--- config.mk ---
export PLATFORM = sky130hd
export DESIGN_NAME = uart_ahb_cmd_ctrl
export DESIGN_NICKNAME = d
export VERILOG_FILES = /design/src/rtl/uart_ahb_pkg.sv /design/src/rtl/uart_ahb_cmd_ctrl_tmo.sv /design/src/rtl/uart_ahb_cmd_ctrl.sv
export SDC_FILE = /design/constraint.sdc
export NUM_CORES = 1
export LEC_CHECK = 0
export CELL_PAD_IN_SITES_DETAIL_PLACEMENT = 0
export CELL_PAD_IN_SITES_GLOBAL_PLACEMENT = 1
export CORE_MARGIN = 3
export CORE_UTILIZATION = 46
export DETAILED_ROUTE_END_ITERATION = 16
export PLACE_DENSITY = 0.86
export SKIP_LAST_GASP = 1
export SYNTH_ARGS = -nofsm -noshare
export SYNTH_HDL_FRONTEND = slang
export SYNTH_SLANG_ARGS = --single-unit
--- constraint.sdc ---
create_clock -name HCLK -period 4.5 [get_ports HCLK]
set_input_delay 0.9 -clock HCLK [delete_from_list [all_inputs] [get_ports HCLK]]
set_output_delay 0.9 -clock HCLK [all_outputs]
set_load 0.05 [all_outputs]
--- src/rtl/uart_ahb_pkg.sv ---
// Shared constants and state encoding for the UART-to-AHB debug command sequencer.
package uart_ahb_pkg;

  localparam logic [7:0] CMD_WR        = 8'hA3;
  localparam logic [7:0] CMD_RD        = 8'hA5;

  localparam logic [1:0] HTRANS_IDLE   = 2'b00;
  localparam logic [1:0] HTRANS_NONSEQ = 2'b10;

  localparam logic [2:0] HSIZE_WORD    = 3'b010;

  typedef enum logic [2:0] {
    ST_IDLE,
    ST_ADDR,
    ST_WDATA,
    ST_BUS_A,
    ST_BUS_D,
    ST_TX
  } state_e;

  // Picks byte idx (0 = least significant) out of a 32-bit word.
  function automatic logic [7:0] byte_sel(input logic [31:0] w, input logic [1:0] idx);
    return w[{idx, 3'b000} +: 8];
  endfunction

endpackage

--- src/rtl/uart_ahb_cmd_ctrl_tmo.sv ---
// Inter-byte timeout counter for partial command frames (built only with UART_AHB_TIMEOUT_EN).
module uart_ahb_tmo #(
  parameter int TIMEOUT_CYCLES = 2_000_000,
  parameter int CW             = 21
) (
  input  logic clk_i,
  input  logic rst_ni,
  input  logic clr_i,
  input  logic en_i,
  output logic expire_o
);

  localparam logic [CW-1:0] Limit = CW'(TIMEOUT_CYCLES);

  logic [CW-1:0] cnt_q;

  // Saturates at the limit so a stuck enable cannot wrap back to zero.
  always_ff @(posedge clk_i or negedge rst_ni) begin
    if (!rst_ni) begin
      cnt_q <= '0;
    end else if (clr_i) begin
      cnt_q <= '0;
    end else if (en_i && (cnt_q != Limit)) begin
      cnt_q <= cnt_q + 1'b1;
    end
  end

  assign expire_o = (cnt_q == Limit);

endmodule

--- src/rtl/uart_ahb_cmd_ctrl.sv ---
// UART debug-protocol parser driving single-word AHB-Lite transfers; reads are echoed to the UART.
// Optional inter-byte frame timeout is enabled by defining UART_AHB_TIMEOUT_EN.
module uart_ahb_cmd_ctrl
  import uart_ahb_pkg::*;
#(
  parameter int TIMEOUT_CYCLES = 2_000_000,
  parameter int CW             = 21
) (
  input  logic        HCLK,
  input  logic        HRESETn,
  input  logic [7:0]  rx_data,
  input  logic        rx_valid,
  output logic [7:0]  tx_data,
  output logic        tx_valid,
  input  logic        tx_ready,
  output logic [31:0] HADDR,
  output logic [1:0]  HTRANS,
  output logic        HWRITE,
  output logic [2:0]  HSIZE,
  output logic [31:0] HWDATA,
  input  logic [31:0] HRDATA,
  input  logic        HREADY,
  output logic        busy,
  output logic        drop,
  output logic        timeout
);

  if (longint'(TIMEOUT_CYCLES) >= (longint'(1) << CW)) begin : g_bad_cfg
    $error("CW is too narrow to hold TIMEOUT_CYCLES");
  end

  state_e      state_q, state_d;
  logic        wr_q, wr_d;
  logic [31:0] addr_q, addr_d;
  logic [31:0] wdata_q, wdata_d;
  logic [31:0] rdata_q, rdata_d;
  logic [1:0]  cnt_q, cnt_d;

  logic [1:0]  htrans_q, htrans_d;
  logic [31:0] haddr_q, haddr_d;
  logic        hwrite_q, hwrite_d;
  logic [31:0] hwdata_q, hwdata_d;
  logic [7:0]  tx_data_q, tx_data_d;
  logic        tx_valid_q, tx_valid_d;
  logic        busy_q, busy_d;
  logic        drop_q, drop_d;
  logic        timeout_q, timeout_d;

  logic inFrame;
  logic tmoExpire;
  logic tmoAbort;

  assign inFrame  = (state_q == ST_ADDR) || (state_q == ST_WDATA);
  assign tmoAbort = inFrame && !rx_valid && tmoExpire;

`ifdef UART_AHB_TIMEOUT_EN
  uart_ahb_tmo #(
    .TIMEOUT_CYCLES(TIMEOUT_CYCLES),
    .CW            (CW)
  ) u_tmo (
    .clk_i   (HCLK),
    .rst_ni  (HRESETn),
    .clr_i   (!inFrame || rx_valid),
    .en_i    (inFrame),
    .expire_o(tmoExpire)
  );
`else
  assign tmoExpire = 1'b0;
`endif

  always_ff @(posedge HCLK or negedge HRESETn) begin
    if (!HRESETn) begin
      state_q    <= ST_IDLE;
      wr_q       <= 1'b0;
      addr_q     <= '0;
      wdata_q    <= '0;
      rdata_q    <= '0;
      cnt_q      <= '0;
      htrans_q   <= HTRANS_IDLE;
      haddr_q    <= '0;
      hwrite_q   <= 1'b0;
      hwdata_q   <= '0;
      tx_data_q  <= '0;
      tx_valid_q <= 1'b0;
      busy_q     <= 1'b0;
      drop_q     <= 1'b0;
      timeout_q  <= 1'b0;
    end else begin
      state_q    <= state_d;
      wr_q       <= wr_d;
      addr_q     <= addr_d;
      wdata_q    <= wdata_d;
      rdata_q    <= rdata_d;
      cnt_q      <= cnt_d;
      htrans_q   <= htrans_d;
      haddr_q    <= haddr_d;
      hwrite_q   <= hwrite_d;
      hwdata_q   <= hwdata_d;
      tx_data_q  <= tx_data_d;
      tx_valid_q <= tx_valid_d;
      busy_q     <= busy_d;
      drop_q     <= drop_d;
      timeout_q  <= timeout_d;
    end
  end

  // The 2-bit byte counter wraps to 0 after the 4th byte, so it is ready for the next phase.
  always_comb begin
    state_d = state_q;
    wr_d    = wr_q;
    addr_d  = addr_q;
    wdata_d = wdata_q;
    rdata_d = rdata_q;
    cnt_d   = cnt_q;
    unique case (state_q)
      ST_IDLE: begin
        cnt_d = '0;
        if (rx_valid && (rx_data == CMD_WR)) begin
          wr_d    = 1'b1;
          state_d = ST_ADDR;
        end else if (rx_valid && (rx_data == CMD_RD)) begin
          wr_d    = 1'b0;
          state_d = ST_ADDR;
        end
      end
      ST_ADDR: begin
        if (rx_valid) begin
          addr_d[{cnt_q, 3'b000} +: 8] = rx_data;
          cnt_d = cnt_q + 2'd1;
          if (cnt_q == 2'd3) state_d = wr_q ? ST_WDATA : ST_BUS_A;
        end else if (tmoAbort) begin
          cnt_d   = '0;
          state_d = ST_IDLE;
        end
      end
      ST_WDATA: begin
        if (rx_valid) begin
          wdata_d[{cnt_q, 3'b000} +: 8] = rx_data;
          cnt_d = cnt_q + 2'd1;
          if (cnt_q == 2'd3) state_d = ST_BUS_A;
        end else if (tmoAbort) begin
          cnt_d   = '0;
          state_d = ST_IDLE;
        end
      end
      ST_BUS_A: begin
        if (HREADY) state_d = ST_BUS_D;
      end
      ST_BUS_D: begin
        if (HREADY) begin
          if (wr_q) begin
            state_d = ST_IDLE;
          end else begin
            rdata_d = HRDATA;
            cnt_d   = '0;
            state_d = ST_TX;
          end
        end
      end
      ST_TX: begin
        if (tx_valid_q && tx_ready) begin
          cnt_d = cnt_q + 2'd1;
          if (cnt_q == 2'd3) state_d = ST_IDLE;
        end
      end
      default: state_d = ST_IDLE;
    endcase
  end

  // Outputs are decoded from the next state so every port comes straight from a flop.
  always_comb begin
    htrans_d   = (state_d == ST_BUS_A) ? HTRANS_NONSEQ : HTRANS_IDLE;
    haddr_d    = (state_d == ST_BUS_A) ? addr_d : haddr_q;
    hwrite_d   = (state_d == ST_BUS_A) ? wr_d : 1'b0;
    hwdata_d   = (state_d == ST_BUS_D) ? wdata_q : hwdata_q;
    tx_valid_d = (state_d == ST_TX);
    tx_data_d  = (state_d == ST_TX) ? byte_sel(rdata_d, cnt_d) : tx_data_q;
    busy_d     = (state_d != ST_IDLE);
    drop_d     = rx_valid && ((state_q == ST_BUS_A) || (state_q == ST_BUS_D) || (state_q == ST_TX));
    timeout_d  = tmoAbort;
  end

  assign HTRANS   = htrans_q;
  assign HADDR    = haddr_q;
  assign HWRITE   = hwrite_q;
  assign HSIZE    = HSIZE_WORD;
  assign HWDATA   = hwdata_q;
  assign tx_data  = tx_data_q;
  assign tx_valid = tx_valid_q;
  assign busy     = busy_q;
  assign drop     = drop_q;
  assign timeout  = timeout_q;

endmodule

==> flow_summary.json, run 1 <==
{
  "relSlewSlack_pct": 29.5,
  "overflow": 0,
  "path_max_fanout": 33,
  "initial_utilization_pct": 47.7,
  "die_w_um": 133,
  "slowest_delay_ps": 610,
  "cpMaxStageDelayCell": "inv_2",
  "ys_warn_count": 0,
  "power_leakage_nw": 4.22,
  "ys_top_cells_by_count": "179 x dfrtp_1, 108 x nand2_1, 66 x mux2_2, 66 x o21ai_0, 30 x mux2_4",
  "area_delta_synth_final_pct": 26.4,
  "cp.depth": 7,
  "clk_pin_slew_ps": 60,
  "cts_tree": "yes",
  "dieArea_um2": 17600,
  "synth_edf_count": 0,
  "synth_area_leader_cell": "dfrtp_1",
  "fp-row-count": 45,
  "required_ps": 4810,
  "ys_ff_latch": 179,
  "cts_setup_buffers": 0,
  "rr_worst_depth": 7,
  "peakVddDrop_uv": 416,
  "die_h_um": 133,
  "worst_slew_pin_slew_ps": 1050,
  "grt_setup_unrepaired": "false",
  "wirelength_um": 16100,
  "ys_seq_area_share_pct": 60.6,
  "port_buffers": 121,
  "first_iter_violations": 259,
  "criticalPathCategory": "in -> reg",
  "worstPathCellList": "clkdlybuf4s50_1, nor4bb_1, nand4b_1, o22ai_1, o21ai_0, inv_2, mux2_2",
  "synth_area_leaders": "dfrtp_1 61%, mux2_2 10%, mux2_4 6.1%, nand2_1 5.5%, o21ai_0 4.5%",
  "min_path_type": "reg -> reg",
  "setup_ws_ps": 1260,
  "ys_types": 46,
  "end_kind": "register",
  "fin_crit_ps": 3240,
  "yosysMostFrequentCell": "dfrtp_1",
  "syn-instance-count": 586,
  "setup_violations": 0,
  "hold_buffers": 0,
  "yosysTopAreaCellShare_pct": 60.6,
  "fmax_ghz": 0.308,
  "cp_num_buf_inv": 2,
  "worstPathArrival_ps": 3560,
  "crit_family": "buffers and inverters",
  "cap_violations": 0,
  "nets": 752,
  "clk_latency_ps": 430,
  "grt_start_max_net_pins": 108,
  "synth_ff_type": "dfrtp_1",
  "routed_via_density": 5.13,
  "io_pins": 127,
  "syn_area_um2": 7390,
  "grt_pass1_vias": 4934,
  "place_ws_ps": 852,
  "firstDrtPassIters": 4,
  "tns_ps": 0,
  "p_total_mw": 4.39,
  "async_reset_ff_share_pct": 100,
  "min_path_cells": 2,
  "ant_nets": 0,
  "drive_gt1_share_pct": 19.6,
  "cts-resized-gates": 0,
  "htree_levels": 4,
  "core_area_um2": 15500,
  "grt_usage_pct": 19.0,
  "grt_pass1_wl_um": 26100,
  "cts.sinks": 179,
  "status": "finished clean",
  "gp_congestion": 0.788,
  "antenna_found_initial": 0,
  "drc": 0,
  "skew_ps": 8.74,
  "syn_area_per_cell_um2": 12.6,
  "cts_buffers": 17,
  "wl_per_cell_um": 17.4,
  "report.final.slew_viol_count": 0,
  "p_per_area_nw_per_um2": 470,
  "antenna_cells": 0,
  "hold_violations": 0,
  "vias": 4741,
  "ctsRootBufferMaster": "clkbuf_16",
  "timing.final.crit_share_pct": 72.1,
  "startpoint_type": "input port",
  "place_hpwl_um": 11500,
  "cts_buffer_depth": 2
}
cells in the final DEF (no fill, tap or decap), types with 6 or more instances in the layout:
cell / synthesis / final
nand2_1: 108 / 108
nor2b_1: 11 / 11
ha_1: 6 / 6
mux2_4: 30 / 30
clkdlybuf4s50_1: 0 / 120
inv_1: 6 / 6
nor3_1: 11 / 11
mux2i_1: 16 / 16
mux2_2: 66 / 66
dfrtp_1: 179 / 179
clkbuf_16: 0 / 17
a211o_1: 9 / 9
o21ai_0: 66 / 66
metrics by stage:
stage,util (%),hold WS (ps),instances,area [µm²]
6_report,60.3,480,925,9340
5_1_grt,60.3,510,925,9340
4_1_cts,60.3,486,925,9340
3_5_place_dp,56.4,466,893,8740
3_3_place_gp,56.4,458,893,8740
2_1_floorplan,-,446,589,7400
path summary, 6_finish.rpt:
check                                        start                      end  slack [ps]
max in group asynchronous                  HRESETn    rdata_q[19]$_DFF_PN0_        2860
hold / removal             wdata_q[20]$_DFFE_PN0P_  wdata_q[20]$_DFFE_PN0P_         480
min in group asynchronous                  HRESETn    HWDATA[8]$_DFFE_PN0N_         580
hold reg to reg            wdata_q[20]$_DFFE_PN0P_  wdata_q[20]$_DFFE_PN0P_         480
setup reg to reg                cnt_q[0]$_DFF_PN0_     HADDR[5]$_DFFE_PN0N_        1680
setup / recovery                        rx_data[4]     HADDR[5]$_DFFE_PN0N_        1260
flip-flops by register name, indices dropped and copies added (netlist names):
register  flops
wr_q          1
HADDR        32
state_q       3
busy          1
tx_data       8
cnt_q         2
addr_q       32
HTRANS        1
wdata_q      32
HWRITE        1
tx_valid      1
rdata_q      32
HWDATA       32
drop          1
area by class of cell:
cell class	count	area [µm²]
clock inverters	13	173
fillers	1236	6140
clock buffers	19	433
flip-flops and latches	179	4480
repair buffers	125	1240
inverters	8	30.0
well taps	211	264
multi-input cells	370	2720
routing by layer:
layer	share of wire (%)	vias up	global-route usage [%]
li1	-	2239	-
met3	8.5	18	7.64
met1	40	2347	22.8
met2	50	137	31.6
met4	1.2	0	5.54
met5	0	-	0
worst reg2reg max path, stage by stage (launching register included):
cell	delay, ps
dfrtp_1	500
ha_1	280
nand3_1	160
a21oi_4	460
inv_2	120
o21ai_0	360
inv_2	400
mux2_2	410
power by group:
| group | internal (mW) | total (mW) | switching (mW) |
|---|---|---|---|
| sequential | 1.84 | 1.94 | 0.0991 |
| clock | 0.883 | 1.51 | 0.631 |
| combinational | 0.401 | 0.945 | 0.544 |
logic make-up after synthesis:
family | after synthesis | share of synthesized area [%]
flip-flops | 179 | 60.6
AND/OR/NAND/NOR | 153 | 9.38
multiplexers | 112 | 18.3
AO/OA/AOI/OAI | 92 | 7.28
buffers and inverters | 40 | 3.10
adder cells (fa/ha/maj) | 6 | 1.02
other | 2 | 0.102
XOR/XNOR | 2 | 0.237
Note: power is estimated with default switching activity, not from simulation.
==> run 2: changes to the inputs <==
- CORE_UTILIZATION: 46 -> 42
- PLACE_DENSITY: 0.86 -> 0.8
- clock period: 4.5 -> 3.2 ns (I/O delays scaled with it)
==> run 2 against run 1 <==
  * Sequential power increased by 41%
  * Design area increased by 1.9%
  * Flip-flop and latch count unchanged
  * Die area increased by 9.1%
  * Total power increased by 40%
  * Clock skew increased by 1.1 ps
  * Register-to-register slack got worse by 970 ps
  * Non-clock buffer count increased by 18
  * Wire length increased by 2.9%
  * Via count increased by 2.4%
  * Highest routed layer unchanged
==> flow_summary.json, run 2 (synthesis results as in run 1) <==
{
  "min_path_type": "in -> async",
  "swShare_pct": 29.2,
  "regArea_um2": 4480,
  "wl_per_cell_um": 17.4,
  "place_hpwl_um": 12000,
  "setup_violations": 0,
  "criticalPathCategory": "in -> reg",
  "antenna_cells": 0,
  "design_area_um2": 9520,
  "status": "finished clean",
  "die_w_um": 139,
  "dpl_cell_area_um2": 8930,
  "p_per_area_nw_per_um2": 648,
  "cts.sinks": 179,
  "cts_buffer_depth": 2,
  "setup_ws_ps": 530,
  "power_switching_mw": 1.80,
  "grt_start_max_net_pins": 75,
  "worstPathCellList": "clkdlybuf4s50_1, nor4bb_1, nand4b_1, o22ai_1, or2_4, nand2b_4, buf_12, mux2_2",
  "grt_setup_unrepaired": "false",
  "multiInputGateArea_um2": 2720,
  "drc": 0,
  "core_area_um2": 16900,
  "startpoint_type": "input port",
  "required_ps": 3510,
  "antenna_found_initial": 0,
  "fmax_ghz": 0.374,
  "p_seq_share_pct": 44.2,
  "hold_violations": 0,
  "cap_violations": 0,
  "port_buffers": 121,
  "first_iter_violations": 230,
  "ctsRootBufferMaster": "clkbuf_16",
  "wirelength_um": 16600,
  "gp_congestion": 0.829,
  "vias": 4853,
  "comb_power_share_pct": 22.2,
  "cts-resized-gates": 0,
  "clk_latency_ps": 430,
  "power_leakage_nw": 4.32,
  "p_total_mw": 6.17,
  "peakVddDrop_uv": 636,
  "fp-row-count": 47,
  "nFillCells": 1363,
  "p_int_mw": 4.37,
  "clk_pin_slew_ps": 60,
  "die_h_um": 139,
  "io_pins": 127,
  "final_cell_mix": "179 x dfrtp_1, 120 x clkdlybuf4s50_1, 108 x nand2_1",
  "drive_gt1_share_pct": 21.7,
  "initial_utilization_pct": 43.8,
  "end_kind": "register",
  "firstDrtPassIters": 6,
  "skew_ps": 9.88,
  "report.final.slew_viol_count": 0,
  "grt_pass1_wl_um": 27300,
  "area_delta_synth_final_pct": 28.8,
  "timing.final.crit_share_pct": 83.4,
  "place_ws_ps": 138,
  "rr_worst_depth": 7,
  "crit_family": "simple AND/OR/NAND/NOR gates",
  "overflow": 0,
  "cp.depth": 8,
  "nets": 770,
  "dieArea_um2": 19200,
  "cpMaxStageDelayCell": "nor4bb_1",
  "hold_buffers": 0,
  "worstPathArrival_ps": 2980,
  "cts_tree": "yes",
  "cts_buffers": 17,
  "cp_num_buf_inv": 2,
  "grt_usage_pct": 17.9,
  "ant_nets": 0,
  "pwr-share-clk_pct": 33.5,
  "fin_crit_ps": 2670,
  "routed_via_density": 5.10,
  "layout_commonest_cell": "dfrtp_1",
  "cts_setup_buffers": 0,
  "tns_ps": 0,
  "relSlewSlack_pct": 54.7,
  "path_max_fanout": 32,
  "htree_levels": 4,
  "slowest_delay_ps": 520,
  "grt_pass1_vias": 4976,
  "worst_slew_pin_slew_ps": 679
}
run 2: cell count changes in the layout (fill, tap and decap cells not counted):
| cell | delta |
|---|---|
| buf_4 | +14 |
| buf_12 | +4 |
| inv_6 | +2 |
| bufinv_16 | -1 |
| clkbuf_1 | -1 |
| clkbuf_8 | +1 |
| clkinv_2 | +1 |
| clkinv_4 | -1 |
| inv_8 | -1 |
run 2: power groups by stage:
stage	Combinational (mW)	Clock, mW	Sequential, mW
3_3_place_gp	1.35	0	2.75
3_5_place_dp	1.39	0	2.77
6_report	1.37	2.07	2.73
2_1_floorplan	0.810	0	2.90
5_1_grt	1.49	2.21	2.76
4_1_cts	1.39	2.11	2.73
run 2: path summary, 6_finish.rpt:
check                      slack, ps                endpoint                    from
hold / removal                   220   HWDATA[9]$_DFFE_PN0N_                 HRESETn
min in group HCLK                480  wdata_q[6]$_DFFE_PN0P_  wdata_q[6]$_DFFE_PN0P_
hold reg to reg                  480  wdata_q[6]$_DFFE_PN0P_  wdata_q[6]$_DFFE_PN0P_
setup reg to reg                 710  tx_data[2]$_DFFE_PN0N_    state_q[0]$_DFF_PN0_
setup / recovery                 530   HWDATA[0]$_DFFE_PN0N_              rx_data[7]
max in group asynchronous       2090  HWDATA[28]$_DFFE_PN0N_                 HRESETn
run 2: stage by stage:
step	std cells	utilization, %	hold slack (ps)
after global routing	952	56.4	263
after global placement	920	52.9	461
after floorplan	589	-	344
after CTS	952	56.4	248
after detailed placement	920	52.9	472
final	952	56.4	225
run 2: per-layer routing:
layer / vias to the layer above / global-route usage, % / wire length (µm)
met1: 2411 / 24.0 / 7310
met5: - / 0 / 0
li1: 2286 / - / -
met3: 16 / 6.28 / 1200
met2: 140 / 27.7 / 7850
met4: 0 / 5.25 / 221
run 2: cell type report:
class | count | share of cell area [%]
Tap cell | 220 | 2.89
Clock inverter | 13 | 1.52
Timing Repair Buffer | 143 | 15.0
Sequential cell | 179 | 47.0
Clock buffer | 19 | 4.65
Inverter | 8 | 0.315
Multi-Input combinational cell | 370 | 28.6
==> run 3: changes to the inputs <==
- CORE_UTILIZATION: 42 -> 38
- PLACE_DENSITY: 0.8 -> 0.76
- clock period: 3.2 -> 2.4 ns (I/O delays scaled with it)
==> run 3 against run 2 <==
  * Clock-buffer cell count rose by 1
  * Largest power group unchanged
  * Largest cell class unchanged
  * Critical endpoint is now HWDATA[17]$_DFFE_PN0N_
  * Clock skew is 0.79 ps higher
  * Setup slack worse by 410 ps
==> flow_summary.json, run 3 (synthesis results as in run 1) <==
{
  "status": "finished clean",
  "cap_violations": 0,
  "cts_tree": "yes",
  "relSlewSlack_pct": 62.2,
  "rr_worst_depth": 8,
  "criticalPathCategory": "in -> reg",
  "nets": 799,
  "firstDrtPassIters": 4,
  "die_h_um": 145,
  "hold_violations": 0,
  "wl_per_cell_um": 16.7,
  "p_per_area_nw_per_um2": 831,
  "gp_congestion": 0.771,
  "die_w_um": 145,
  "startpoint_type": "input port",
  "place_hpwl_um": 12600,
  "critical_path.startpoint": "rx_data[7]",
  "nFillCells": 1648,
  "cts_buffer_depth": 2,
  "area_delta_synth_final_pct": 32.9,
  "hold_slack_ps": 483,
  "vias": 4901,
  "setup_violations": 0,
  "min_path_type": "reg -> reg",
  "clk_pin_slew_ps": 70,
  "required_ps": 2700,
  "fp-row-count": 50,
  "timing.rr.start": "state_q[1]$_DFF_PN0_",
  "grt_pass1_wl_um": 27700,
  "cts.sinks": 179,
  "report.final.slew_viol_count": 0,
  "cts_buffers": 17,
  "power_leakage_nw": 4.47,
  "port_buffers": 121,
  "worstPathCellList": "clkdlybuf4s50_1, nor4bb_2, buf_4, nand4b_1, o22ai_1, or2_4, nand2b_4, buf_12, mux2_4",
  "grt_setup_unrepaired": "false",
  "skew_ps": 10.7,
  "overflow": 0,
  "dieArea_um2": 21200,
  "min_path_cells": 2,
  "io_pins": 127,
  "layout_commonest_cell": "dfrtp_1",
  "grt_pass1_vias": 5167,
  "antenna_cells": 0,
  "final_cell_mix": "178 x dfrtp_1, 120 x clkdlybuf4s50_1, 108 x nand2_1",
  "wirelength_um": 17000,
  "core_area_um2": 18900,
  "peakVddDrop_uv": 728,
  "cpMaxStageDelayCell": "clkdlybuf4s50_1",
  "clk_latency_ps": 420,
  "htree_levels": 4,
  "slowest_delay_ps": 490,
  "path_max_fanout": 9,
  "drive_gt1_share_pct": 24.6,
  "final_core_util_pct": 52.0,
  "drc": 0,
  "routed_via_density": 4.80,
  "end_kind": "register",
  "grt_usage_pct": 16.5,
  "first_iter_violations": 188,
  "timing.final.crit_share_pct": 95.1,
  "ctsRootBufferMaster": "clkbuf_16",
  "ant_nets": 0,
  "hp-start": "wdata_q[8]$_DFFE_PN0P_",
  "fmax_ghz": 0.438,
  "initial_utilization_pct": 39.1,
  "worst_slew_pin_slew_ps": 565,
  "worstPathArrival_ps": 2590,
  "fin_crit_ps": 2280,
  "antenna_found_initial": 1,
  "grt_start_max_net_pins": 51
}
-- run 3: cell types whose count changed in the layout (fill, tap and decap cells not counted), moves of 2 or more --
cell        previous run  this run
clkinvlp_4             3         1
clkinv_4               1         4
buf_4                 18        40
clkbuf_1               1         3
buf_12                 4         9
bufinv_16              2         0
-- run 3: per-stage QoR --
stage | setup TNS [ps] | cell area (µm²) | power [mW] | worst slack (ps) | std cells
2_1_floorplan | 0 | 7400 | 4.95 | 145 | 589
3_3_place_gp | -17280 | 9230 | 5.59 | -269 | 985
3_5_place_dp | -21160 | 9230 | 5.67 | -332 | 985
4_1_cts | 0 | 9780 | 8.23 | 71.5 | 1018
5_1_grt | 0 | 9830 | 8.57 | 8.00 | 1021
6_report | 0 | 9830 | 8.16 | 118 | 1021
-- run 3: final cells by class --
class                           count  area [µm²]  share of cell area [%]
Clock buffer                       20         437                    4.44
Multi-Input combinational cell    370        2730                    27.8
Tap cell                          260         325                    3.31
Timing Repair Buffer              172        1730                    17.6
Clock inverter                     12        98.8                    1.01
Inverter                            8        30.0                   0.306
Sequential cell                   179        4480                    45.6
-- run 3: worst paths after layout --
check | slack, ps | to
max | 120 | HWDATA[17]$_DFFE_PN0N_
min | 480 | wdata_q[8]$_DFFE_PN0P_
max reg2reg | 170 | tx_data[0]$_DFFE_PN0N_
min reg2reg | 480 | wdata_q[8]$_DFFE_PN0P_
max in group asynchronous | 1180 | HADDR[18]$_DFFE_PN0N_
min in group asynchronous | 530 | HWDATA[8]$_DFFE_PN0N_
-- run 3: timing repair --
| item | CTS | global route |
|---|---|---|
| buffers inserted | 0 | 2 |
| hold endpoints to repair | 36 | 0 |
| endpoints found under the setup margin | 0 | 22 |
| gates resized for setup | 0 | 2 |
| hold buffers | 1 | 0 |
-- run 3: metal layers --
layer  global-route usage (%)  vias to the layer above  share of wire, %
met3                     6.14                        9               7.1
met4                     3.94                        2              0.84
met1                     21.0                     2428                43
met2                     26.9                      126                49
met5                        0                        -             0.076
li1                         -                     2336                 -
-- run 3: worst max-delay path, delay by kind of cell --
kind	cells	cell delay [ps]
AOI/OAI and AO/OA	1	180
buffers and inverters	3	830
muxes	1	300
and+or+nand+nor	4	800
-- run 3: where the power goes --
group	total, mW	switching [mW]	internal (mW)
Clock	2.53	1.19	1.35
Combinational	2.02	1.09	0.924
Sequential	3.61	0.167	3.44
